### src/rtl/store_buffer.sv
// store_buffer: posted-write FIFO between core store port and data memory,
// with youngest-match load forwarding and saturating accepted-store counter.
module store_buffer #(
  parameter int DEPTH = 4,
  parameter int AW    = 32,
  parameter int DW    = 32,
  parameter int CW    = 16
) (
  input  logic          clk,
  input  logic          reset,
  input  logic          memwrite,
  input  logic [AW-1:0] dataadr,
  input  logic [DW-1:0] writedata,
  output logic          stall,
  output logic          ld_hit,
  output logic [DW-1:0] ld_data,
  output logic          mem_valid,
  output logic [AW-1:0] mem_addr,
  output logic [DW-1:0] mem_wdata,
  input  logic          mem_ready,
  output logic          empty,
  output logic [CW-1:0] store_count
);
  localparam int PW = $clog2(DEPTH);
  logic [PW-1:0] rd_ptr_q, rd_ptr_d, wr_ptr_q, wr_ptr_d, idx;
  logic [PW:0]   count_q, count_d;
  logic [CW-1:0] store_count_q, store_count_d;
  logic [AW-1:0] addr_q [DEPTH];
  logic [DW-1:0] data_q [DEPTH];
  logic          full, enq, deq;
  assign full        = count_q == (PW+1)'(DEPTH);
  assign empty       = count_q == '0;
  assign stall       = memwrite & full;
  assign enq         = memwrite & ~full;
  assign mem_valid   = ~empty;
  assign deq         = mem_valid & mem_ready;
  assign mem_addr    = addr_q[rd_ptr_q];
  assign mem_wdata   = data_q[rd_ptr_q];
  assign store_count = store_count_q;
  always_comb begin
    rd_ptr_d      = deq ? rd_ptr_q + 1'b1 : rd_ptr_q;
    wr_ptr_d      = enq ? wr_ptr_q + 1'b1 : wr_ptr_q;
    count_d       = count_q + (PW+1)'(enq) - (PW+1)'(deq);
    store_count_d = (enq && store_count_q != '1) ? store_count_q + 1'b1 : store_count_q;
  end
  // Scan oldest to youngest so the last hit (youngest) wins.
  always_comb begin
    ld_hit  = 1'b0;
    ld_data = '0;
    idx     = rd_ptr_q;
    for (int i = 0; i < DEPTH; i++) begin
      idx = rd_ptr_q + PW'(i);
      if ((PW+1)'(i) < count_q && addr_q[idx] == dataadr) begin
        ld_hit  = 1'b1;
        ld_data = data_q[idx];
      end
    end
  end
  always_ff @(posedge clk or negedge reset) begin
    if (!reset) begin
      rd_ptr_q      <= '0;
      wr_ptr_q      <= '0;
      count_q       <= '0;
      store_count_q <= '0;
    end else begin
      rd_ptr_q      <= rd_ptr_d;
      wr_ptr_q      <= wr_ptr_d;
      count_q       <= count_d;
      store_count_q <= store_count_d;
    end
  end
  always_ff @(posedge clk) begin
    if (enq) begin
      addr_q[wr_ptr_q] <= dataadr;
      data_q[wr_ptr_q] <= writedata;
    end
  end
endmodule
### config.mk
export PLATFORM = sky130hd
export DESIGN_NAME = store_buffer
export DESIGN_NICKNAME = d
export VERILOG_FILES = /design/src/rtl/store_buffer.sv
export SDC_FILE = /design/constraint.sdc
export NUM_CORES = 1
export LEC_CHECK = 0
export CAP_MARGIN = 15
export CELL_PAD_IN_SITES_DETAIL_PLACEMENT = 2
export CELL_PAD_IN_SITES_GLOBAL_PLACEMENT = 2
export CORE_ASPECT_RATIO = 0.9
export CORE_MARGIN = 3
export CORE_UTILIZATION = 35
export DETAILED_ROUTE_END_ITERATION = 12
export PLACE_DENSITY = 0.73
export RECOVER_POWER = 50
export SLEW_MARGIN = 10
export SYNTH_ARGS = -nofsm -noshare
export SYNTH_HDL_FRONTEND = slang
export SYNTH_SLANG_ARGS = --single-unit
### constraint.sdc
create_clock -name clk -period 4.3 [get_ports clk]
set_input_delay 0.86 -clock clk [delete_from_list [all_inputs] [get_ports clk]]
set_output_delay 0.86 -clock clk [all_outputs]
set_load 0.05 [all_outputs]
==> results of run 1 <==
## metal layers
layer	share of wire	vias to the layer above	GRT usage
met2	0.49	453	0.3766
met5	0.00072	-	0
met4	0.025	6	0.06196
met1	0.42	7116	0.2922
met3	0.061	102	0.04919
li1	-	5555	-
## stage by stage
| stage | setup TNS (ps) | hold slack, ps | std cells | worst slack [ps] |
|---|---|---|---|---|
| after floorplan | -1170 | 501.0 | 1172 | -106.4 |
| after CTS | -22090 | 491.0 | 2207 | -731.4 |
| final | -25810 | 483.0 | 2243 | -851.3 |
| after global routing | -27860 | 528.5 | 2242 | -909.6 |
| after global placement | -9562 | 479.0 | 2134 | -422.4 |
| after detailed placement | -10380 | 479.3 | 2134 | -403.2 |
## worst min-delay path by stage
stage | from | cells past startpoint | slack [ps] | end
4_1_cts | store_count[9] | 1 | 490 | store_count[9]
2_1_floorplan | count_q[0] | 1 | 500 | count_q[0]
5_1_grt | store_count[7] | 1 | 530 | store_count[7]
3_3_place_gp | store_count[9] | 1 | 480 | store_count[9]
3_5_place_dp | store_count[9] | 1 | 480 | store_count[9]
6_report | store_count[9] | 1 | 480 | store_count[9]
## synth_stat cells (3+ instances only)
| cell type | instances |
|---|---|
| sky130_fd_sc_hd__edfxtp_1 | 256 |
| sky130_fd_sc_hd__mux4_2 | 213 |
| sky130_fd_sc_hd__xnor2_1 | 94 |
| sky130_fd_sc_hd__mux2i_1 | 70 |
| sky130_fd_sc_hd__nor2_1 | 50 |
| sky130_fd_sc_hd__clkbuf_1 | 43 |
| sky130_fd_sc_hd__nor2b_1 | 35 |
| sky130_fd_sc_hd__xor2_1 | 34 |
| sky130_fd_sc_hd__a211oi_1 | 33 |
| sky130_fd_sc_hd__a31oi_1 | 33 |
| sky130_fd_sc_hd__and3b_1 | 32 |
| sky130_fd_sc_hd__buf_2 | 31 |
| sky130_fd_sc_hd__inv_1 | 24 |
| sky130_fd_sc_hd__dfrtp_1 | 23 |
| sky130_fd_sc_hd__nand4_1 | 19 |
| sky130_fd_sc_hd__nand2_1 | 18 |
| sky130_fd_sc_hd__nor4_1 | 13 |
| sky130_fd_sc_hd__mux2_2 | 11 |
| sky130_fd_sc_hd__o21ai_0 | 11 |
| sky130_fd_sc_hd__buf_6 | 10 |
| sky130_fd_sc_hd__and3_1 | 9 |
| sky130_fd_sc_hd__ha_1 | 9 |
| sky130_fd_sc_hd__nand3_1 | 9 |
| sky130_fd_sc_hd__a21oi_1 | 8 |
| sky130_fd_sc_hd__o22ai_1 | 8 |
| sky130_fd_sc_hd__buf_1 | 7 |
| sky130_fd_sc_hd__buf_4 | 7 |
| sky130_fd_sc_hd__and2_1 | 6 |
| sky130_fd_sc_hd__a22oi_1 | 5 |
| sky130_fd_sc_hd__a221oi_1 | 4 |
| sky130_fd_sc_hd__nor3_1 | 4 |
| sky130_fd_sc_hd__o2111ai_1 | 4 |
| sky130_fd_sc_hd__a222oi_1 | 3 |
| sky130_fd_sc_hd__a22o_1 | 3 |
| sky130_fd_sc_hd__a2bb2oi_1 | 3 |
| sky130_fd_sc_hd__o211ai_1 | 3 |
## registers in the layout, summed over array words and instances, names as in the netlist
name,flops
wr_ptr_q,2
data_q,128
store_count,16
rd_ptr_q,2
addr_q,128
count_q,3
## logic make-up after synthesis
logic type      Yosys count
buf+inv                 124
flops                   279
mux                     296
compound gates          134
simple gates            201
xor+xnor                128
fa+ha+maj                10
## area by class of cell
class                   instances  area share
clock inverters                16    0.006097
inverters                      24    0.003540
clock buffers                  45     0.03796
diodes                          4   0.0003933
multi-input cells             769      0.4003
flip-flops and latches        279      0.3250
well taps                     671     0.03299
repair buffers                435      0.1938
## worst max-delay path: cells and delay by family
kind	cells	cell delay, ps
buffers and inverters	6	1820
and+or+nand+nor	3	730
AOI/OAI and AO/OA	2	580
xor gates and xnor gates	1	270
## report_power, final
part / total [mW] / internal (mW) / switching (mW)
clock network: 2.95 / 1.76 / 1.18
registers: 4.07 / 3.60 / 0.474
logic: 11.8 / 5.67 / 6.16
total: 18.9 / 11.0 / 7.82
## repair_timing
action                     in CTS  in global routing
pin swaps                       6                 35
gates resized for setup        33                106
cloned                          2                  6
setup buffers                  10                 26
setup endpoints to repair      37                 37
==> run_summary.xml, run 1 <==
<?xml version="1.0" encoding="UTF-8"?>
<metrics>
  <group name="outcome">
    <metric name="run_status" unit="">finished, violations left</metric>
    <metric name="failing_checks" unit="">setup timing</metric>
  </group>
  <group name="placement">
    <metric name="dp_hpwl" unit="um">43510</metric>
    <metric name="io_buffers" unit="">183</metric>
    <metric name="dpl_cell_area" unit="mm^2">0.02314</metric>
    <metric name="routabilityCongestion" unit="">0.8613</metric>
  </group>
  <group name="cts">
    <metric name="ctsHtreeMaxLevel" unit="">2</metric>
    <metric name="worst_setup_hold_path_clk_slew" unit="ps">50</metric>
    <metric name="clock_insertion_delay_worst_skew" unit="ps">550</metric>
    <metric name="cts_hold_repair.buffers" unit="">0</metric>
    <metric name="cts_tree" unit="">built</metric>
    <metric name="clock-root-buffer" unit="">sky130_fd_sc_hd__clkbuf_16</metric>
    <metric name="tritoncts_num_sinks" unit="">279</metric>
    <metric name="cts_buffers" unit="">35</metric>
    <metric name="cts-root-to-sink-buffers" unit="">3</metric>
  </group>
  <group name="sta">
    <metric name="fmax" unit="MHz">194.1</metric>
    <metric name="fin_ws" unit="ps">-851.3</metric>
    <metric name="post-route-period-util" unit="">1.198</metric>
    <metric name="timing_max_transition_violations_final" unit="">0</metric>
    <metric name="timing.final.crit_period" unit="ps">5151</metric>
    <metric name="final_number_of_setup_violating_endpoints" unit="">33</metric>
    <metric name="timing_hold_violations_final" unit="">0</metric>
    <metric name="remaining_max_slew_budget_at_the_tightest_pin" unit="">0.3754</metric>
    <metric name="fin_worst_skew" unit="ps">18.13</metric>
    <metric name="timing_worst_slew_pin_value" unit="ps">936.9</metric>
    <metric name="setup_repair_after_global_routing_missed_its_margin" unit="">true</metric>
  </group>
  <group name="die">
    <metric name="core_area" unit="mm^2">0.04981</metric>
    <metric name="placementRows" unit="">77</metric>
    <metric name="number_of_top_level_pins" unit="">184</metric>
    <metric name="die_h" unit="um">220.5</metric>
    <metric name="start_util" unit="">0.3594</metric>
    <metric name="die_x" unit="um">244.4</metric>
    <metric name="die_area" unit="mm^2">0.05390</metric>
  </group>
  <group name="flow_run">
    <metric name="maxCapViolCount" unit="">0</metric>
  </group>
  <group name="power">
    <metric name="power_density_of_the_placed_cells" unit="mW/mm^2">740.9</metric>
    <metric name="peakVddDrop" unit="mV">0.3977</metric>
    <metric name="total_power_draw" unit="mW">18.86</metric>
    <metric name="total_leakage_power" unit="nW">8.972</metric>
  </group>
  <group name="setup_path">
    <metric name="critical_path_class" unit="">in -&gt; out</metric>
    <metric name="worst-path-max-fanout" unit="">16</metric>
    <metric name="worst-endpoint-arrival" unit="ps">4290</metric>
    <metric name="slowest_delay" unit="ps">530</metric>
    <metric name="worst_r2r_path_depth" unit="">8</metric>
    <metric name="setup.worst_path.start_class" unit="">input pin</metric>
    <metric name="critical_path.reg2reg.startpoint" unit="">store_count[6]</metric>
    <metric name="critPathRequiredTime" unit="ps">3440</metric>
    <metric name="slowest_cp_cell" unit="">sky130_fd_sc_hd__dlygate4sd3_1</metric>
    <metric name="reg2reg_setup_slack" unit="ps">1840</metric>
    <metric name="endpoint" unit="">ld_data[15]</metric>
    <metric name="crit_path_cell_trace" unit="">dlygate4sd3_1, clkbuf_1, buf_4, xor2_1, a41oi_1, nor4_1, and3_1, buf_4, nor2b_4, buf_12, a211oi_4, buf_12</metric>
    <metric name="crit-reg2reg-capture" unit="">store_count[15]</metric>
    <metric name="timing.critical_path.to_type" unit="">primary output</metric>
    <metric name="crit_path_start" unit="">dataadr[15]</metric>
  </group>
  <group name="cells_and_area">
    <metric name="mostFrequentLayoutCells" unit="">256 x sky130_fd_sc_hd__edfxtp_1, 213 x sky130_fd_sc_hd__mux4_2, 194 x sky130_fd_sc_hd__buf_4</metric>
    <metric name="final-seq-area" unit="mm^2">0.008270</metric>
    <metric name="layout_cell_share_with_drive_strength_beyond_1" unit="">0.4534</metric>
    <metric name="multi_input_area" unit="mm^2">0.01019</metric>
    <metric name="nNetsFinal" unit="">1622</metric>
    <metric name="area_growth" unit="%">42.16</metric>
    <metric name="layout.cell_area.non_filler" unit="mm^2">0.02545</metric>
    <metric name="finish.utilization" unit="">0.5109</metric>
    <metric name="final_common_cell" unit="">sky130_fd_sc_hd__edfxtp_1</metric>
    <metric name="nFillCells" unit="">4499</metric>
  </group>
  <group name="yosys">
    <metric name="xor_xnor_portion_of_the_synthesized_cell_area" unit="">0.06263</metric>
    <metric name="synth_top_area_share" unit="">0.4294</metric>
    <metric name="main_combinational_cell_family_by_area_after_synthesis" unit="">multiplexers</metric>
    <metric name="yosys_warnings" unit="">0</metric>
    <metric name="synth_register_bits" unit="">279</metric>
    <metric name="synth_top_flop_cell" unit="">sky130_fd_sc_hd__edfxtp_1</metric>
    <metric name="synth_area_leaders" unit="">sky130_fd_sc_hd__edfxtp_1 43%, sky130_fd_sc_hd__mux4_2 27%, sky130_fd_sc_hd__xnor2_1 4.6%</metric>
    <metric name="synth.distinct_cells" unit="">56</metric>
    <metric name="async_reset_ff_frac" unit="">0.08244</metric>
    <metric name="synth-compound-area-share" unit="">0.05298</metric>
    <metric name="synth_enable_flop_cells" unit="">256</metric>
    <metric name="synthSimpleGateAreaFrac" unit="">0.06500</metric>
    <metric name="synthMuxAreaShare" unit="">0.3153</metric>
    <metric name="synthDominantAreaCellType" unit="">sky130_fd_sc_hd__edfxtp_1</metric>
    <metric name="synth.avg_cell_area" unit="um^2">15.27</metric>
    <metric name="postSynthCellCount" unit="">1172</metric>
    <metric name="seq_area_frac_synth" unit="">0.4616</metric>
    <metric name="postSynthNetCount" unit="">1250</metric>
    <metric name="synth-adder-area-share" unit="">0.007409</metric>
    <metric name="netlist_area" unit="mm^2">0.01790</metric>
  </group>
  <group name="global_route">
    <metric name="grt_max_degree" unit="">81</metric>
    <metric name="overflow" unit="">0</metric>
    <metric name="grt_pass1_wl" unit="um">90510</metric>
    <metric name="gr-usage-all-layers" unit="">0.2231</metric>
    <metric name="grt_antenna_before_repair" unit="">7</metric>
    <metric name="first_global_vias" unit="">14040</metric>
  </group>
  <group name="routing">
    <metric name="drt-wirelength-per-cell" unit="um">28.59</metric>
    <metric name="detailedRoute.firstIterationViolations" unit="">1069</metric>
    <metric name="drt-vias-per-instance" unit="">5.899</metric>
    <metric name="antenna_left" unit="">0</metric>
    <metric name="routed_wl" unit="um">64120</metric>
    <metric name="remaining_drc_errors" unit="">0</metric>
    <metric name="via_count" unit="">13230</metric>
    <metric name="drt_pass1_iterations" unit="">5</metric>
  </group>
  <group name="worst_hold_path">
    <metric name="hp-class" unit="">reg -&gt; reg</metric>
  </group>
</metrics>
Power figures use the tool's default switching activity.
==> inputs of run 2 (changes only) <==
- SKIP_LAST_GASP: default -> 1
==> run 2 against run 1 <==
Compared with the run above: the run still ends with setup timing left; clock power hardly changed; combinational power hardly changed; critical path depth is 2 higher; routed wire length is 3.0% lower; maximum frequency is 0.85% higher; count of clock-buffer cells in the layout stayed put; flip-flop and latch count stayed put; via count is 1.3% lower; critical path type is now reg -> out; largest power group unchanged.
==> run_summary.xml, run 2 (synthesis gave the netlist of run 1 again) <==
<?xml version="1.0" encoding="UTF-8"?>
<metrics>
  <group name="setup_path">
    <metric name="critical_path_class" unit="">reg -&gt; out</metric>
    <metric name="critical_path.reg2reg.startpoint" unit="">store_count[6]</metric>
    <metric name="crit_path_start" unit="">rd_ptr_q[0]</metric>
    <metric name="timing.critical_path.to_type" unit="">primary output</metric>
    <metric name="largest_delay_share_family_worst_path" unit="">buffers and inverters</metric>
    <metric name="slowest_delay" unit="ps">600</metric>
    <metric name="crit_path_cell_trace" unit="">buf_12, buf_6, mux4_2, xor2_1, nor4_4, buf_4, nand4_1, or4_4, buf_12, clkbuf_16, buf_4, a31oi_4, a211oi_4, buf_12</metric>
    <metric name="setup.worst_path.start_class" unit="">register</metric>
    <metric name="timing.critical_path.mode_cell" unit="">sky130_fd_sc_hd__buf_12</metric>
    <metric name="worst-path-max-fanout" unit="">17</metric>
    <metric name="critPathBufInv" unit="">7</metric>
    <metric name="worst-endpoint-arrival" unit="ps">4250</metric>
    <metric name="slowest_cp_cell" unit="">sky130_fd_sc_hd__or4_4</metric>
    <metric name="critPathRequiredTime" unit="ps">3440</metric>
  </group>
  <group name="routing">
    <metric name="drt-wirelength-per-cell" unit="um">27.98</metric>
    <metric name="via_count" unit="">13060</metric>
    <metric name="antenna_left" unit="">0</metric>
    <metric name="detailedRoute.firstIterationViolations" unit="">1032</metric>
    <metric name="remaining_drc_errors" unit="">0</metric>
    <metric name="drt-vias-per-instance" unit="">5.874</metric>
    <metric name="routed_wl" unit="um">62200</metric>
    <metric name="drt_pass1_iterations" unit="">5</metric>
  </group>
  <group name="global_route">
    <metric name="grt_max_degree" unit="">81</metric>
    <metric name="first_global_vias" unit="">14070</metric>
    <metric name="gr-usage-all-layers" unit="">0.2231</metric>
    <metric name="overflow" unit="">0</metric>
    <metric name="grt_antenna_before_repair" unit="">9</metric>
    <metric name="grt_pass1_wl" unit="um">90480</metric>
  </group>
  <group name="die">
    <metric name="core_area" unit="mm^2">0.04981</metric>
    <metric name="number_of_top_level_pins" unit="">184</metric>
    <metric name="die_area" unit="mm^2">0.05390</metric>
    <metric name="start_util" unit="">0.3594</metric>
    <metric name="placementRows" unit="">77</metric>
    <metric name="die_x" unit="um">244.4</metric>
    <metric name="die_h" unit="um">220.5</metric>
  </group>
  <group name="placement">
    <metric name="dpl.cell_count" unit="">2134</metric>
    <metric name="dpl_cell_area" unit="mm^2">0.02314</metric>
    <metric name="routabilityCongestion" unit="">0.8613</metric>
    <metric name="io_buffers" unit="">183</metric>
    <metric name="dp_hpwl" unit="um">43510</metric>
  </group>
  <group name="cells_and_area">
    <metric name="layout_cell_share_with_drive_strength_beyond_1" unit="">0.4076</metric>
    <metric name="final_common_cell" unit="">sky130_fd_sc_hd__edfxtp_1</metric>
    <metric name="nNetsFinal" unit="">1602</metric>
    <metric name="post_layout_nonfiller_instances" unit="">2223</metric>
    <metric name="mostFrequentLayoutCells" unit="">256 x sky130_fd_sc_hd__edfxtp_1, 213 x sky130_fd_sc_hd__mux4_2, 152 x sky130_fd_sc_hd__buf_4</metric>
    <metric name="layout.cell_area.non_filler" unit="mm^2">0.02480</metric>
    <metric name="area_growth" unit="%">38.56</metric>
  </group>
  <group name="outcome">
    <metric name="run_status" unit="">finished, violations left</metric>
    <metric name="failing_checks" unit="">setup timing</metric>
  </group>
  <group name="sta">
    <metric name="timing_max_transition_violations_final" unit="">0</metric>
    <metric name="timing_worst_slew_pin_value" unit="ps">922.2</metric>
    <metric name="timing.final.crit_period" unit="ps">5108</metric>
    <metric name="fin_worst_skew" unit="ps">21.26</metric>
    <metric name="remaining_max_slew_budget_at_the_tightest_pin" unit="">0.3852</metric>
    <metric name="setup_repair_after_global_routing_missed_its_margin" unit="">true</metric>
    <metric name="final_number_of_setup_violating_endpoints" unit="">33</metric>
    <metric name="fmax" unit="MHz">195.8</metric>
    <metric name="post-route-period-util" unit="">1.188</metric>
    <metric name="fin_ws" unit="ps">-808.1</metric>
    <metric name="timing_hold_violations_final" unit="">0</metric>
  </group>
  <group name="power">
    <metric name="peakVddDrop" unit="mV">0.3966</metric>
    <metric name="total_leakage_power" unit="nW">8.630</metric>
    <metric name="power_density_of_the_placed_cells" unit="mW/mm^2">746.0</metric>
  </group>
  <group name="cts">
    <metric name="cts_tree" unit="">built</metric>
    <metric name="worst_setup_hold_path_clk_slew" unit="ps">60</metric>
    <metric name="clock_insertion_delay_worst_skew" unit="ps">550</metric>
    <metric name="cts-root-to-sink-buffers" unit="">3</metric>
    <metric name="ctsHtreeMaxLevel" unit="">2</metric>
    <metric name="cts_buffers" unit="">35</metric>
    <metric name="clock-root-buffer" unit="">sky130_fd_sc_hd__clkbuf_16</metric>
    <metric name="cts_hold_repair.buffers" unit="">0</metric>
    <metric name="tritoncts_num_sinks" unit="">279</metric>
  </group>
  <group name="flow_run">
    <metric name="maxCapViolCount" unit="">0</metric>
  </group>
  <group name="worst_hold_path">
    <metric name="startpoint_of_the_tightest_hold_check_path" unit="">store_count[9]</metric>
    <metric name="hp-class" unit="">reg -&gt; reg</metric>
  </group>
</metrics>
## run 2: worst paths after layout
check | endpoint | slack, ps | depth (start not counted)
setup / recovery | ld_data[7] | -810 | 14
hold / removal | store_count[9] | 480 | 1
setup reg to reg | store_count[15] | 1840 | 8
hold reg to reg | store_count[9] | 480 | 1
max in group asynchronous | rd_ptr_q[1] | 2340 | 2
min in group asynchronous | store_count[13] | 680 | 1
## run 2: stage by stage
stage | hold WS [ps] | TNS (ps) | total power, mW | worst slack [ps] | utilization
after floorplan | 501.0 | -1170 | 11.03 | -106.4 | -
after global placement | 479.0 | -9562 | 14.80 | -422.4 | 0.4645
after detailed placement | 479.3 | -10380 | 15.10 | -403.2 | 0.4645
after CTS | 491.0 | -22190 | 18.38 | -734.2 | 0.4929
after global routing | 528.5 | -29010 | 19.33 | -968.3 | 0.4979
final | 482.9 | -23830 | 18.50 | -808.1 | 0.4980
## run 2: cell type report
type                            count  area (um^2)
Fill cell                        4568        25010
Inverter                           24        90.09
Clock buffer                       45        965.9
Tap cell                          671        839.6
Timing Repair Buffer              415         4554
Antenna cell                        4        10.01
Sequential cell                   279         8270
Clock inverter                     16        155.1
Multi-Input combinational cell    769         9918
## run 2: report_power, final
| group | internal [mW] | switching [mW] | total, mW |
|---|---|---|---|
| clock network | 1.76 | 1.17 | 2.93 |
| registers | 3.60 | 0.465 | 4.06 |
| logic | 5.47 | 6.04 | 11.5 |
| total | 10.8 | 7.67 | 18.5 |
## run 2: layer usage
layer / vias up / wire [um] / track usage
met5: - / 77 / 0
met4: 10 / 1319 / 0.06196
met3: 91 / 4006 / 0.04871
met2: 436 / 30880 / 0.3768
met1: 7008 / 25920 / 0.2923
li1: 5514 / - / -
## run 2: timing repair
item                       in CTS  in global routing
gates cloned                    2                  5
gates resized for setup        30                 40
setup endpoints to repair      37                 37
setup buffers                  10                  7
pin swaps                       6                 15
==> inputs of run 3 (changes only) <==
- GPL_TIMING_DRIVEN: default -> 0
- TNS_END_PERCENT: default -> 50
==> run 3 against run 2 <==
Compared with the run above: the flow finishes with violations (capacitance limit, slew limit, setup timing); combinational power barely moved; non-clock buffer count fell by 78; global-route usage rose by 3.2 points; critical path type unchanged; largest cell class unchanged; largest power group unchanged.
==> run_summary.xml, run 3 (synthesis gave the netlist of run 1 again) <==
<?xml version="1.0" encoding="UTF-8"?>
<metrics>
  <group name="outcome">
    <metric name="run_status" unit="">finished, violations left</metric>
    <metric name="failing_checks" unit="">capacitance limit, slew limit, setup timing</metric>
  </group>
  <group name="setup_path">
    <metric name="slowest_delay" unit="ps">520</metric>
    <metric name="worst-path-max-fanout" unit="">10</metric>
    <metric name="slowest_cp_cell" unit="">sky130_fd_sc_hd__mux2i_2</metric>
    <metric name="largest_delay_share_family_worst_path" unit="">buffers and inverters</metric>
    <metric name="timing.critical_path.to_type" unit="">primary output</metric>
    <metric name="worst-endpoint-arrival" unit="ps">4440</metric>
    <metric name="critPathRequiredTime" unit="ps">3440</metric>
    <metric name="critPathBufInv" unit="">7</metric>
    <metric name="critical_path_class" unit="">reg -&gt; out</metric>
    <metric name="crit_path_cell_trace" unit="">buf_12, buf_16, buf_16, buf_4, buf_4, mux2i_2, and2_1, a211o_1, o311ai_0, nor4_1, and3_4, nor2b_4, clkbuf_8, a211oi_2, buf_6</metric>
    <metric name="setup.worst_path.start_class" unit="">register</metric>
  </group>
  <group name="cts">
    <metric name="ctsHtreeMaxLevel" unit="">2</metric>
    <metric name="tritoncts_num_sinks" unit="">279</metric>
    <metric name="clock_insertion_delay_worst_skew" unit="ps">550</metric>
    <metric name="cts_tree" unit="">built</metric>
    <metric name="cts-root-to-sink-buffers" unit="">3</metric>
    <metric name="clock-root-buffer" unit="">sky130_fd_sc_hd__clkbuf_16</metric>
    <metric name="worst_setup_hold_path_clk_slew" unit="ps">60</metric>
    <metric name="cts_hold_repair.buffers" unit="">0</metric>
    <metric name="cts_buffers" unit="">36</metric>
  </group>
  <group name="global_route">
    <metric name="grt_antenna_before_repair" unit="">13</metric>
    <metric name="overflow" unit="">0</metric>
    <metric name="gr-usage-all-layers" unit="">0.2555</metric>
    <metric name="grt_pass1_wl" unit="um">100300</metric>
    <metric name="first_global_vias" unit="">14110</metric>
    <metric name="grt_max_degree" unit="">41</metric>
  </group>
  <group name="power">
    <metric name="power_density_of_the_placed_cells" unit="mW/mm^2">772.7</metric>
    <metric name="total_leakage_power" unit="nW">8.203</metric>
    <metric name="peakVddDrop" unit="mV">0.3372</metric>
  </group>
  <group name="sta">
    <metric name="fmax" unit="MHz">188.5</metric>
    <metric name="setup_repair_after_global_routing_missed_its_margin" unit="">true</metric>
    <metric name="post-route-period-util" unit="">1.234</metric>
    <metric name="fin_worst_skew" unit="ps">19.33</metric>
    <metric name="timing.final.crit_period" unit="ps">5304</metric>
    <metric name="timing_max_transition_violations_final" unit="">78</metric>
    <metric name="final_number_of_setup_violating_endpoints" unit="">55</metric>
    <metric name="timing_hold_violations_final" unit="">0</metric>
    <metric name="remaining_max_slew_budget_at_the_tightest_pin" unit="">-0.1910</metric>
    <metric name="fin_ws" unit="ps">-1004</metric>
    <metric name="whs" unit="ps">494.7</metric>
    <metric name="timing_worst_slew_pin_value" unit="ps">1787</metric>
    <metric name="setup_total_negative_slack" unit="ps">-37440</metric>
  </group>
  <group name="routing">
    <metric name="remaining_drc_errors" unit="">0</metric>
    <metric name="antenna_left" unit="">0</metric>
    <metric name="via_count" unit="">13230</metric>
    <metric name="drt-wirelength-per-cell" unit="um">32.68</metric>
    <metric name="drt_pass1_iterations" unit="">6</metric>
    <metric name="detailedRoute.firstIterationViolations" unit="">1228</metric>
    <metric name="routed_wl" unit="um">70160</metric>
    <metric name="drt-vias-per-instance" unit="">6.163</metric>
  </group>
  <group name="placement">
    <metric name="io_buffers" unit="">183</metric>
    <metric name="routabilityCongestion" unit="">0.9141</metric>
    <metric name="post-place-ws" unit="ps">-2433</metric>
    <metric name="dp_hpwl" unit="um">47590</metric>
  </group>
  <group name="die">
    <metric name="die_x" unit="um">244.4</metric>
    <metric name="number_of_top_level_pins" unit="">184</metric>
    <metric name="placementRows" unit="">77</metric>
    <metric name="core_area" unit="mm^2">0.04981</metric>
    <metric name="die_area" unit="mm^2">0.05390</metric>
    <metric name="die_h" unit="um">220.5</metric>
    <metric name="start_util" unit="">0.3594</metric>
  </group>
  <group name="cells_and_area">
    <metric name="finish.utilization" unit="">0.4843</metric>
    <metric name="final_common_cell" unit="">sky130_fd_sc_hd__edfxtp_1</metric>
    <metric name="nNetsFinal" unit="">1525</metric>
    <metric name="area_growth" unit="%">34.77</metric>
    <metric name="mostFrequentLayoutCells" unit="">256 x sky130_fd_sc_hd__edfxtp_1, 213 x sky130_fd_sc_hd__mux4_2, 86 x sky130_fd_sc_hd__xnor2_1</metric>
    <metric name="layout_cell_share_with_drive_strength_beyond_1" unit="">0.4022</metric>
  </group>
  <group name="flow_run">
    <metric name="maxCapViolCount" unit="">3</metric>
  </group>
  <group name="worst_hold_path">
    <metric name="hp-class" unit="">reg -&gt; reg</metric>
  </group>
</metrics>
## run 3: cell count changes in the layout (fill, tap and decap cells not counted), moves of 8 or more
cell / before / now
sky130_fd_sc_hd__buf_4: 152 / 47
sky130_fd_sc_hd__buf_12: 85 / 22
sky130_fd_sc_hd__buf_6: 11 / 43
sky130_fd_sc_hd__clkbuf_1: 42 / 22
sky130_fd_sc_hd__buf_2: 0 / 15
sky130_fd_sc_hd__clkbuf_2: 0 / 14
sky130_fd_sc_hd__clkdlybuf4s15_2: 0 / 13
sky130_fd_sc_hd__a31oi_1: 14 / 3
sky130_fd_sc_hd__nor2_1: 50 / 40
sky130_fd_sc_hd__nor2_2: 0 / 10
sky130_fd_sc_hd__a31oi_4: 12 / 20
sky130_fd_sc_hd__buf_16: 1 / 9
sky130_fd_sc_hd__buf_8: 1 / 9
sky130_fd_sc_hd__clkdlybuf4s50_1: 60 / 68
## run 3: worst reg2reg max path, cell delays in order, from the launching register on
cell	delay, ps
sky130_fd_sc_hd__dfrtp_1	410
sky130_fd_sc_hd__buf_12	170
sky130_fd_sc_hd__buf_16	130
sky130_fd_sc_hd__buf_16	120
sky130_fd_sc_hd__buf_16	150
sky130_fd_sc_hd__buf_12	150
sky130_fd_sc_hd__buf_4	110
sky130_fd_sc_hd__buf_6	180
sky130_fd_sc_hd__buf_4	260
sky130_fd_sc_hd__buf_2	370
sky130_fd_sc_hd__buf_1	640
sky130_fd_sc_hd__nand2_1	140
sky130_fd_sc_hd__xnor2_1	240
## run 3: where the power goes
part	internal (mW)	total (mW)	switching [mW]
clock	1.88	3.10	1.22
sequential	3.60	4.05	0.451
combinational	4.93	11.5	6.56
total	10.4	18.6	8.23
## run 3: routing by layer
| layer | vias up | routed length (um) | part of all wire | track usage |
|---|---|---|---|---|
| li1 | 5364 | - | - | - |
| met1 | 7101 | 29300 | 0.42 | 0.3481 |
| met2 | 643 | 33170 | 0.47 | 0.4083 |
| met3 | 111 | 6047 | 0.086 | 0.06555 |
| met4 | 12 | 1566 | 0.022 | 0.07067 |
| met5 | - | 73 | 0.0010 | 0 |
## run 3: area by class of cell
type                            count  area [um^2]
Inverter                           24        90.09
Timing Repair Buffer              238         2546
Buffer                             99         1018
Clock buffer                       46        999.7
Fill cell                        4521        25680
Sequential cell                   279         8263
Clock inverter                     17        188.9
Multi-Input combinational cell    769        10170
Antenna cell                        4        10.01
Tap cell                          671        839.6
## run 3: repair_timing
| action | CTS | global route |
|---|---|---|
| setup endpoints to repair | 93 | 72 |
| setup buffers | 30 | 16 |
| gates cloned | 3 | 3 |
| pin swaps | 28 | 25 |
| resized for setup | 450 | 79 |
## run 3: path summary, 6_finish.rpt
check | start | endpoint | slack [ps] | depth (start not counted)
max | rd_ptr_q[0] | ld_data[2] | -1000 | 15
min | store_count[15] | store_count[15] | 490 | 1
max reg2reg | rd_ptr_q[0] | rd_ptr_q[1] | 1150 | 12
min reg2reg | store_count[15] | store_count[15] | 490 | 1
max in group asynchronous | reset | count_q[2] | 2890 | 1
min in group asynchronous | reset | store_count[5] | 610 | 1
## run 3: metrics by stage
step,std cells,instance area [um^2],power [mW]
finish,2147,24120,18.64
global route,2146,24120,19.29
CTS,2125,23660,18.31
detailed placement,2030,21330,14.42
global placement,2026,21200,14.25
floorplan,1172,18530,11.02
